<file path="src/rtl/bus_regbank_slave.sv">
// ============================================================================
// Module   : bus_regbank_slave
// Brief    : Pipelined bus slave exposing NUMREGS 32-bit R/W registers with
//            configurable wait states and a two-cycle error response.
// Revision : 1.0  initial release
// ============================================================================
`default_nettype none

module bus_regbank_slave #(
    parameter int          NUMREGS    = 16,
    parameter int          WAITSTATES = 1,
    parameter logic [31:0] BASEADDR   = 32'h0
) (
    input  logic                    main_clk_i,
    input  logic                    main_rst_i,
    input  logic [1:0]              bus_trans_i,
    input  logic [31:0]             bus_addr_i,
    input  logic                    bus_write_i,
    input  logic [31:0]             bus_wdata_i,
    output logic                    bus_ready_o,
    output logic                    bus_resp_o,
    output logic [31:0]             bus_rdata_o,
    output logic [32*NUMREGS-1:0]   regs_o
);

    localparam int IW = (NUMREGS > 1) ? $clog2(NUMREGS) : 1;
    localparam int CW = (WAITSTATES > 0) ? $clog2(WAITSTATES + 1) : 1;

    typedef enum logic [2:0] {
        ST_IDLE = 3'd0,
        ST_WAIT = 3'd1,
        ST_DATA = 3'd2,
        ST_ERR1 = 3'd3,
        ST_ERR2 = 3'd4
    } state_t;

    state_t          state_q;
    logic            ready_q;
    logic            resp_q;
    logic [CW-1:0]   cnt_q;
    logic            write_q;
    logic [IW-1:0]   idx_q;
    logic [31:0]     regs_q [NUMREGS];

    logic [31:0]     w_off;
    logic            w_valid;
    logic            w_accept;
    logic [IW-1:0]   w_index;
    logic            w_unused_trans;

    // BASEADDR is word aligned, so the offset's low bits mirror the address's.
    assign w_off          = bus_addr_i - BASEADDR;
    assign w_valid        = (w_off[1:0] == 2'b00) && (bus_addr_i >= BASEADDR) &&
                            ({2'b00, w_off[31:2]} < 32'(NUMREGS));
    assign w_index        = w_off[IW+1:2];
    assign w_accept       = ready_q && bus_trans_i[1];
    assign w_unused_trans = bus_trans_i[0];

    always_ff @(posedge main_clk_i) begin
        if (main_rst_i) begin
            state_q <= ST_IDLE;
            ready_q <= 1'b1;
            resp_q  <= 1'b0;
            cnt_q   <= '0;
            write_q <= 1'b0;
            idx_q   <= '0;
            for (int i = 0; i < NUMREGS; i++) begin
                regs_q[i] <= '0;
            end
        end else begin
            if (state_q == ST_DATA && write_q) begin
                regs_q[idx_q] <= bus_wdata_i;
            end

            case (state_q)
                ST_IDLE, ST_DATA, ST_ERR2: begin
                    if (w_accept) begin
                        write_q <= bus_write_i;
                        idx_q   <= w_index;
                        if (!w_valid) begin
                            state_q <= ST_ERR1;
                            ready_q <= 1'b0;
                            resp_q  <= 1'b1;
                        end else if (WAITSTATES == 0) begin
                            state_q <= ST_DATA;
                            ready_q <= 1'b1;
                            resp_q  <= 1'b0;
                        end else begin
                            state_q <= ST_WAIT;
                            cnt_q   <= CW'(WAITSTATES);
                            ready_q <= 1'b0;
                            resp_q  <= 1'b0;
                        end
                    end else begin
                        state_q <= ST_IDLE;
                        ready_q <= 1'b1;
                        resp_q  <= 1'b0;
                    end
                end
                ST_WAIT: begin
                    cnt_q <= cnt_q - CW'(1);
                    if (cnt_q == CW'(1)) begin
                        state_q <= ST_DATA;
                        ready_q <= 1'b1;
                    end
                end
                ST_ERR1: begin
                    state_q <= ST_ERR2;
                    ready_q <= 1'b1;
                    resp_q  <= 1'b1;
                end
                default: begin
                    state_q <= ST_IDLE;
                    ready_q <= 1'b1;
                    resp_q  <= 1'b0;
                end
            endcase
        end
    end

    assign bus_ready_o = ready_q;
    assign bus_resp_o  = resp_q;
    assign bus_rdata_o = (state_q == ST_DATA && !write_q) ? regs_q[idx_q] : 32'h0;

    for (genvar g = 0; g < NUMREGS; g++) begin : g_regs_o
        assign regs_o[32*g +: 32] = regs_q[g];
    end

endmodule

`default_nettype wire

</file>
<file path="config.mk">
export PLATFORM = sky130hd
export DESIGN_NAME = bus_regbank_slave
export DESIGN_NICKNAME = d
export VERILOG_FILES = /design/src/rtl/bus_regbank_slave.sv
export SDC_FILE = /design/constraint.sdc
export NUM_CORES = 1
export LEC_CHECK = 0
export ABC_CLOCK_PERIOD_IN_PS = 3900
export CORE_AREA = 3 3 236 238
export DETAILED_ROUTE_END_ITERATION = 12
export DIE_AREA = 0 0 239 241
export HOLD_SLACK_MARGIN = 0.15
export PLACE_DENSITY = 0.73
export SLEW_MARGIN = 30
export SYNTH_ARGS = -nofsm -noshare
export SYNTH_HDL_FRONTEND = slang
export SYNTH_SLANG_ARGS = --single-unit
</file>
<file path="constraint.sdc">
create_clock -name main_clk_i -period 3.9 [get_ports main_clk_i]
set_clock_uncertainty 0.1 [all_clocks]
set_input_delay 0.78 -clock main_clk_i [delete_from_list [all_inputs] [get_ports main_clk_i]]
set_output_delay 0.78 -clock main_clk_i [all_outputs]
set_load 0.1 [all_outputs]
</file>
==> summary.txt, run 1 <==
Global routing
  – Pin count of the biggest net entering global routing: 67
  – Vias in the first global route: 16393
  – First-pass GRT wire length: around 120000 um
  – GRT Util Overall: a little under a third
  – Congestion Overflow GR: 0
  – Initial antenna violation count: 4

Synthesis
  – Area contributors post-synth: edfxtp_1, and2_1, mux4_2
  – Synth Area in XOR/XNOR: 0%
  – Main combinational cell family by area after synthesis: simple AND/OR/NAND/NOR gates
  – Mapped cell area: 23700 sq um
  – Synth warn: 0
  – Mux cell area share after synthesis: 12.4%
  – Avg Inst Size Synth: 16.4 sq um
  – Compound-cell area share of the yosys netlist: 2.75%
  – Syn_nets: 1512
  – Flops & latches, synth: about 530
  – Post-synthesis simple-gate area fraction: about 16%
  – Sequential-to-total area share from yosys stat: approximately two thirds
  – Synth Area in Adders: 0%
  – Post-synth top area share: 64.8%
  – Post-synthesis cell count: ~1400
  – Synth unique cells: 38
  – Post-synth top area cell: edfxtp_1

STA
  – Min cycle time layout: 3.65 ns
  – Setup Total Neg Slack: 0 ns
  – Fmax achieved: 274 MHz
  – Final setup vio count: 0
  – Max Slew Vio Count: 0
  – Unrepaired setup endpoints after global routing: false
  – Final hold violations: 0
  – Slew headroom: between 20% and 30%
  – Part of the cycle the worst path needs: 93.6%
  – Actual slew at the worst max-slew pin: 1.07 ns

Routing
  – ANT nets after route: 0
  – Max layer used: met4
  – Drt first-iter violations: 1820
  – Vias/cell: 5.81
  – Router iterations before antenna repair: 5
  – DRC viols: 0
  – WL final: 90000 um
  – Met3 wire len: 10600 um
  – Metal1 wirelength: 31200 um
  – Mean routed wirelength per cell: approximately 32 um
  – WL met2: about 44000 um
  – DR vias: roughly 16000

Worst setup path
  – Critical-path top delay cell: nor4b_2
  – CP required: 3.02 ns
  – Family with the most delay on the worst path: simple AND/OR/NAND/NOR gates
  – CP Buf/Inv Count: 2
  – WP data arrival: 2.77 ns
  – Largest fanout on the critical path: 16
  – Crit end category: output pin
  – Crit start category: register
  – Worst path max stage delay: about 0.44 ns
  – Crit path kind: reg -> out
  – FF-to-FF setup slack: 1.60 ns
  – CP cell instances: nor4b_2 > and3_2 > buf_4 > a22o_1 > a221o_1 > buf_12

CTS
  – CTS root buf: clkbuf_16
  – Clk buf depth: 3
  – H-tree level count: 2
  – Clk_lat worst skew: 0.59 ns
  – Clock-pin slew on the worst setup and hold paths: 0.07 ns
  – Inserted Clock Buffers: 54
  – Clk sinks: 527
  – CTS tree: yes

Power and ir drop
  – Sw frac: 30.2%
  – PD cells: between 400 and 500 nW/um^2
  – Leakage: between 10 and 15 nW
  – Power share of the combinational group: 19.1%
  – Share of power burned in registers: 44.1%
  – Clock share of power: 36.8%
  – Psw: roughly 4.5 mW
  – Peak supply drop: 0.000375 V
  – Internal Power: 10.4 mW

Placement
  – Final Wtd Congestion: 0.864
  – Number of port buffers: 613
  – Post-DP HPWL: roughly 60000 um
  – Placed cell areas: 30800 sq um

Layout
  – Fillers: 3996
  – Finished Cell Area: ~33000 sq um
  – Number of nets in the layout: 2126
  – Layout cells sized above 1: a little under a quarter
  – Area growth syn-to-layout: 37.5%

Flow run
  – Max-cap check violation count: 0

Status
  – Outcome: complete, no violations

Die
  – Core box area: 53800 sq um
  – Die area: between 50000 and 60000 sq um
  – Top Ports: 615
  – Die Span X: 239 um
  – Die H: 241 um
  – Starting density of the core: 44.1%
  – FP Rows: 85

Hold path
  – Hold WC Path Type: reg -> reg
## worst paths after layout
check,start,endpoint,cells past startpoint
worst min register to register,bus_resp_o$_SDFFE_PP0N_,bus_resp_o$_SDFFE_PP0N_,2
worst max register to register,idx_q[3]$_SDFFE_PP0P_,regs_q[7][0]$_SDFFCE_PN0P_,5
worst min-delay path,bus_resp_o$_SDFFE_PP0N_,bus_resp_o$_SDFFE_PP0N_,2
worst max-delay path,write_q$_SDFFE_PP0P_,bus_rdata_o[14],6
## power by group through the flow
stage | clock [mW] | combinational (mW) | sequential, mW
floorplan | 0 | 0.634 | 8.01
global placement | 0 | 2.83 | 6.67
detailed placement | 0 | 2.82 | 6.68
CTS | 5.49 | 2.83 | 6.56
global route | 5.72 | 2.89 | 6.57
finish | 5.47 | 2.84 | 6.55
## through the flow
| step | std cells | hold WS (ns) | util [%] | total power [mW] | setup slack (ns) |
|---|---|---|---|---|---|
| after CTS | 2792 | 0.418 | 60.6 | 14.9 | 0.0143 |
| after detailed placement | 2693 | 0.398 | 57.2 | 9.50 | 0.652 |
| after floorplan | 1443 | 0.401 | - | 8.65 | 0.812 |
| after global routing | 2799 | 0.448 | 60.6 | 15.2 | 0.188 |
| final | 2799 | 0.416 | 60.6 | 14.9 | 0.249 |
| after global placement | 2693 | 0.404 | 57.8 | 9.50 | 0.670 |
## layout make-up
cell class / count / area, sq um / area share, %
tap: 696 / 871 / 2.67
inverter: 4 / 20.0 / 0.0614
timing repair buffer: 685 / 6710 / 20.6
multi-input combinational: 785 / 7480 / 22.9
clock buffer: 67 / 1410 / 4.32
antenna: 3 / 7.51 / 0.0230
clock inverter: 32 / 437 / 1.34
sequential: 527 / 15700 / 48.1
## worst reg2reg max path, cell delays in order, from the launching register on
cell	delay [ns]
dfxtp_1	0.74
inv_6	0.11
nand2_1	0.32
nor3_4	0.05
or2_2	0.44
buf_12	0.24
## registers in the layout, indices dropped and copies added (netlist names), named ones only
register,cells
regs_q,512
state_q,3
bus_ready_o,1
write_q,1
idx_q,4
bus_resp_o,1
cnt_q,1
## logic make-up after synthesis
group / count (synthesis)
simple gates: 580
buf+inv: 131
compound gates: 72
flops: 527
mux: 133
## cells in the mapped netlist
library cell,count
o21ai_0,1
or2_2,16
nor4_4,4
o31ai_1,2
and2_1,480
nand2_1,2
buf_6,3
nand2_4,1
clkbuf_1,82
o211ai_1,1
nor2_1,9
nor3b_1,1
and2_2,32
a22o_1,32
inv_6,1
nand4_1,1
nor4b_2,1
buf_4,8
a221o_1,32
and2b_4,1
inv_1,3
dfxtp_1,15
clkbuf_2,22
nand3b_1,1
nand4_4,1
and3_1,3
mux2i_1,5
mux4_2,128
nor4_1,7
nand4b_4,1
o311a_1,1
nand3_1,2
nor3_4,12
a21oi_1,3
nor2_4,1
nand2b_1,4
edfxtp_1,512
buf_2,12
## cells in the final DEF, fill, tap and decap left out, types with 2 or more instances in the layout
cell type,instances
bufinv_16,11
nor2_1,7
dfxtp_1,13
buf_4,83
and3_2,2
nand2_1,2
inv_1,3
clkinv_2,9
mux4_2,128
clkbuf_16,54
mux2i_1,5
edfxtp_1,512
nand3_1,2
a22o_1,32
clkinv_1,10
clkdlybuf4s50_1,474
buf_2,81
nor3_4,12
nor2_4,3
nor4_4,4
a21oi_1,3
nor4_1,7
clkbuf_1,12
o31ai_1,2
buf_12,47
and2_1,480
nand2b_1,4
a221o_1,32
dfxtp_4,2
or2_2,16
and2_2,32
diode_2,3
## routing by layer
metal	vias up	track usage [%]
met5	-	0
met4	0	11.9
met3	219	8.50
met2	1128	52.1
met1	8287	37.3
li1	6639	-
## timing repair
action	in CTS	in global routing
buffers inserted	0	4
gates resized for setup	0	0
setup endpoints to repair	0	4
hold buffers	0	0
Note: power is estimated with default switching activity, not from simulation.
==> run 2, diff against run 1 <==
- CORE_AREA: 3 3 236 238 -> 2 2 242 244
- DIE_AREA: 0 0 239 241 -> 0 0 244 246
- PLACE_DENSITY: 0.73 -> 0.7
==> run 2 against run 1 <==
Global-route usage is 1.1 points lower. Utilization is 4.1 points lower. Non-clock buffer count is 2 lower. Critical path type unchanged. Maximum frequency is 4.8% lower.
==> summary.txt, run 2 (synthesis results as in run 1) <==
Layout
  – Layout cells sized above 1: 23.6%
  – Area growth syn-to-layout: 36.7%
  – Finished Core Util: 56.5%
  – Most flop-heavy register: regs_q
  – Commonest non-fill, non-tap cell in the layout: edfxtp_1
  – Finished Cell Area: between 30000 and 40000 sq um
  – Max reg flops: just over 500
  – Number of nets in the layout: 2125
  – Commonest cells after routing, fill and taps aside: edfxtp_1, and2_1, clkdlybuf4s50_1
  – Fillers: 4475
  – Largest registers: regs_q: 512 flops, idx_q: 4 flops, state_q: 3 flops

Power and ir drop
  – Leakage: roughly 12 nW
  – Share of power burned in registers: 45.8%
  – Peak supply drop: 0.000393 V
  – Sw frac: 31.1%
  – Power share of the combinational group: 19.8%
  – Clock share of power: between 30% and 40%
  – PD cells: about 440 nW/um^2
  – Internal Power: 9.86 mW
  – Psw: between 4 and 5 mW

Global routing
  – First-pass GRT wire length: 124000 um
  – GRT Util Overall: between 20% and 30%
  – Initial antenna violation count: 5
  – Pin count of the biggest net entering global routing: 59
  – Vias in the first global route: 16590
  – Congestion Overflow GR: 0

Worst setup path
  – CP Buf/Inv Count: 2
  – Reg2Reg Depth: 5
  – WP data arrival: a little under 3 ns
  – Critical R2R Launch: state_q[0]$_SDFFE_PP0P_
  – Family with the most delay on the worst path: simple AND/OR/NAND/NOR gates
  – Crit path kind: reg -> out
  – Critical-path top delay cell: and3_2
  – FF-to-FF setup slack: 1.52 ns
  – Largest fanout on the critical path: 12
  – CP required: 3.02 ns
  – Crit start category: register
  – CP cell instances: nor4b_2 > and3_2 > buf_4 > a22o_1 > a221o_1 > buf_12
  – Crit end category: output pin
  – Reg2Reg Capture Point: regs_q[14][14]$_SDFFCE_PN0P_
  – Worst path max stage delay: 0.54 ns

CTS
  – Inserted Clock Buffers: 55
  – Clock-pin slew on the worst setup and hold paths: approximately 0.060 ns
  – H-tree level count: 2
  – Clk sinks: 527
  – CTS tree: yes
  – Clk_lat worst skew: 0.61 ns
  – CTS root buf: clkbuf_16
  – Post_cts resized: 0
  – Clk buf depth: 3
  – CTS Hold Bufs: 0

Die
  – Core box area: 57400 sq um
  – Die area: 60000 sq um
  – Top Ports: 615
  – Die H: about 250 um
  – Starting density of the core: 41.4%
  – Die Span X: 244 um
  – FP Rows: 88

Routing
  – ANT nets after route: 0
  – DR vias: 16365
  – Vias/cell: 5.73
  – WL final: 89900 um
  – Router iterations before antenna repair: 5
  – DRC viols: 0
  – Drt first-iter violations: 1711
  – Mean routed wirelength per cell: 31.5 um

STA
  – Unrepaired setup endpoints after global routing: false
  – Minimum hold slack: 0.423 ns
  – Final hold violations: 0
  – Min cycle time layout: roughly 3.8 ns
  – Fmax achieved: 261 MHz
  – Part of the cycle the worst path needs: between 90% and 100%
  – Final setup vio count: 0
  – Actual slew at the worst max-slew pin: 1.07 ns
  – Setup Total Neg Slack: 0 ns
  – Slew headroom: between 20 and 30%
  – Max Slew Vio Count: 0

Placement
  – Number of port buffers: 613
  – Post-DP HPWL: 59800 um
  – Final Wtd Congestion: slightly below 0.9
  – Placed cell areas: 30800 sq um

Status
  – Outcome: complete, no violations

Flow run
  – Max-cap check violation count: 0

Hold path
  – Hold WC Path Type: reg -> reg
  – Cells on Worst Hold Path: 2
  – Hold Path End: bus_resp_o$_SDFFE_PP0N_
  – Worst hold start: bus_resp_o$_SDFFE_PP0N_
-- run 2: changes by cell type in the layout (fill, tap and decap cells not counted) --
cell / delta
clkdlybuf4s50_1: -9
clkinv_1: -2
bufinv_16: -9
clkinv_2: -4
buf_4: -16
clkbuf_16: +2
buf_2: +19
buf_12: +1
buf_16: +1
clkbuf_8: +1
clkinvlp_4: +1
clkbuf_2: +2
inv_6: +1
-- run 2: per-stage QoR --
stage               setup WS [ns]  power (mW)  instances
floorplan                   0.812        8.65       1443
global placement            0.624        9.51       2763
detailed placement          0.632        9.50       2763
CTS                        0.0641        14.4       2853
global route               0.0376        14.7       2854
finish                     0.0661        14.3       2856
-- run 2: layout make-up --
cell class / instances / area, sq um / share of cell area (%)
diodes: 3 / 7.51 / 0.0231
clock buffers: 70 / 1470 / 4.54
clock inverters: 19 / 155 / 0.478
inverters: 4 / 20.0 / 0.0617
multi-input cells: 785 / 7480 / 23.1
flip-flops and latches: 527 / 15700 / 48.4
well taps: 765 / 957 / 2.95
repair buffers: 683 / 6660 / 20.5
-- run 2: per-layer routing --
metal	vias to the layer above	GRT usage [%]	share of wire [%]
met1	8408	36.6	36
met5	-	0	0
met4	0	10.3	3.9
li1	6633	-	-
met3	191	8.99	11
met2	1133	49.0	49
-- run 2: worst max-delay path by stage --
stage	startpoint	to	slack [ns]	cells after the start
6_report	write_q$_SDFFE_PP0P_	bus_rdata_o[20]	0.07	6
5_1_grt	write_q$_SDFFE_PP0P_	bus_rdata_o[20]	0.04	6
4_1_cts	write_q$_SDFFE_PP0P_	bus_rdata_o[20]	0.06	6
3_5_place_dp	register	bus_rdata_o[13]	0.63	5
3_3_place_gp	register	bus_rdata_o[13]	0.62	5
2_1_floorplan	regs_q[15][0]$_SDFFCE_PN0P_	bus_rdata_o[0]	0.81	3
-- run 2: power by group through the flow --
stage	registers (mW)	logic [mW]	clock network (mW)
CTS	6.55	2.84	4.97
floorplan	8.01	0.634	0
global route	6.56	2.90	5.20
detailed placement	6.67	2.83	0
global placement	6.66	2.85	0
finish	6.55	2.84	4.93
-- run 2: timing repair --
item,CTS,global route
setup endpoints to repair,2,0
setup buffers,1,0
hold endpoints to repair,0,0
-- run 2: worst min-delay path, cell delays in order (launching register included) --
cell      delay, ns
dfxtp_1        0.33
o211ai_1       0.10
o31ai_1        0.06
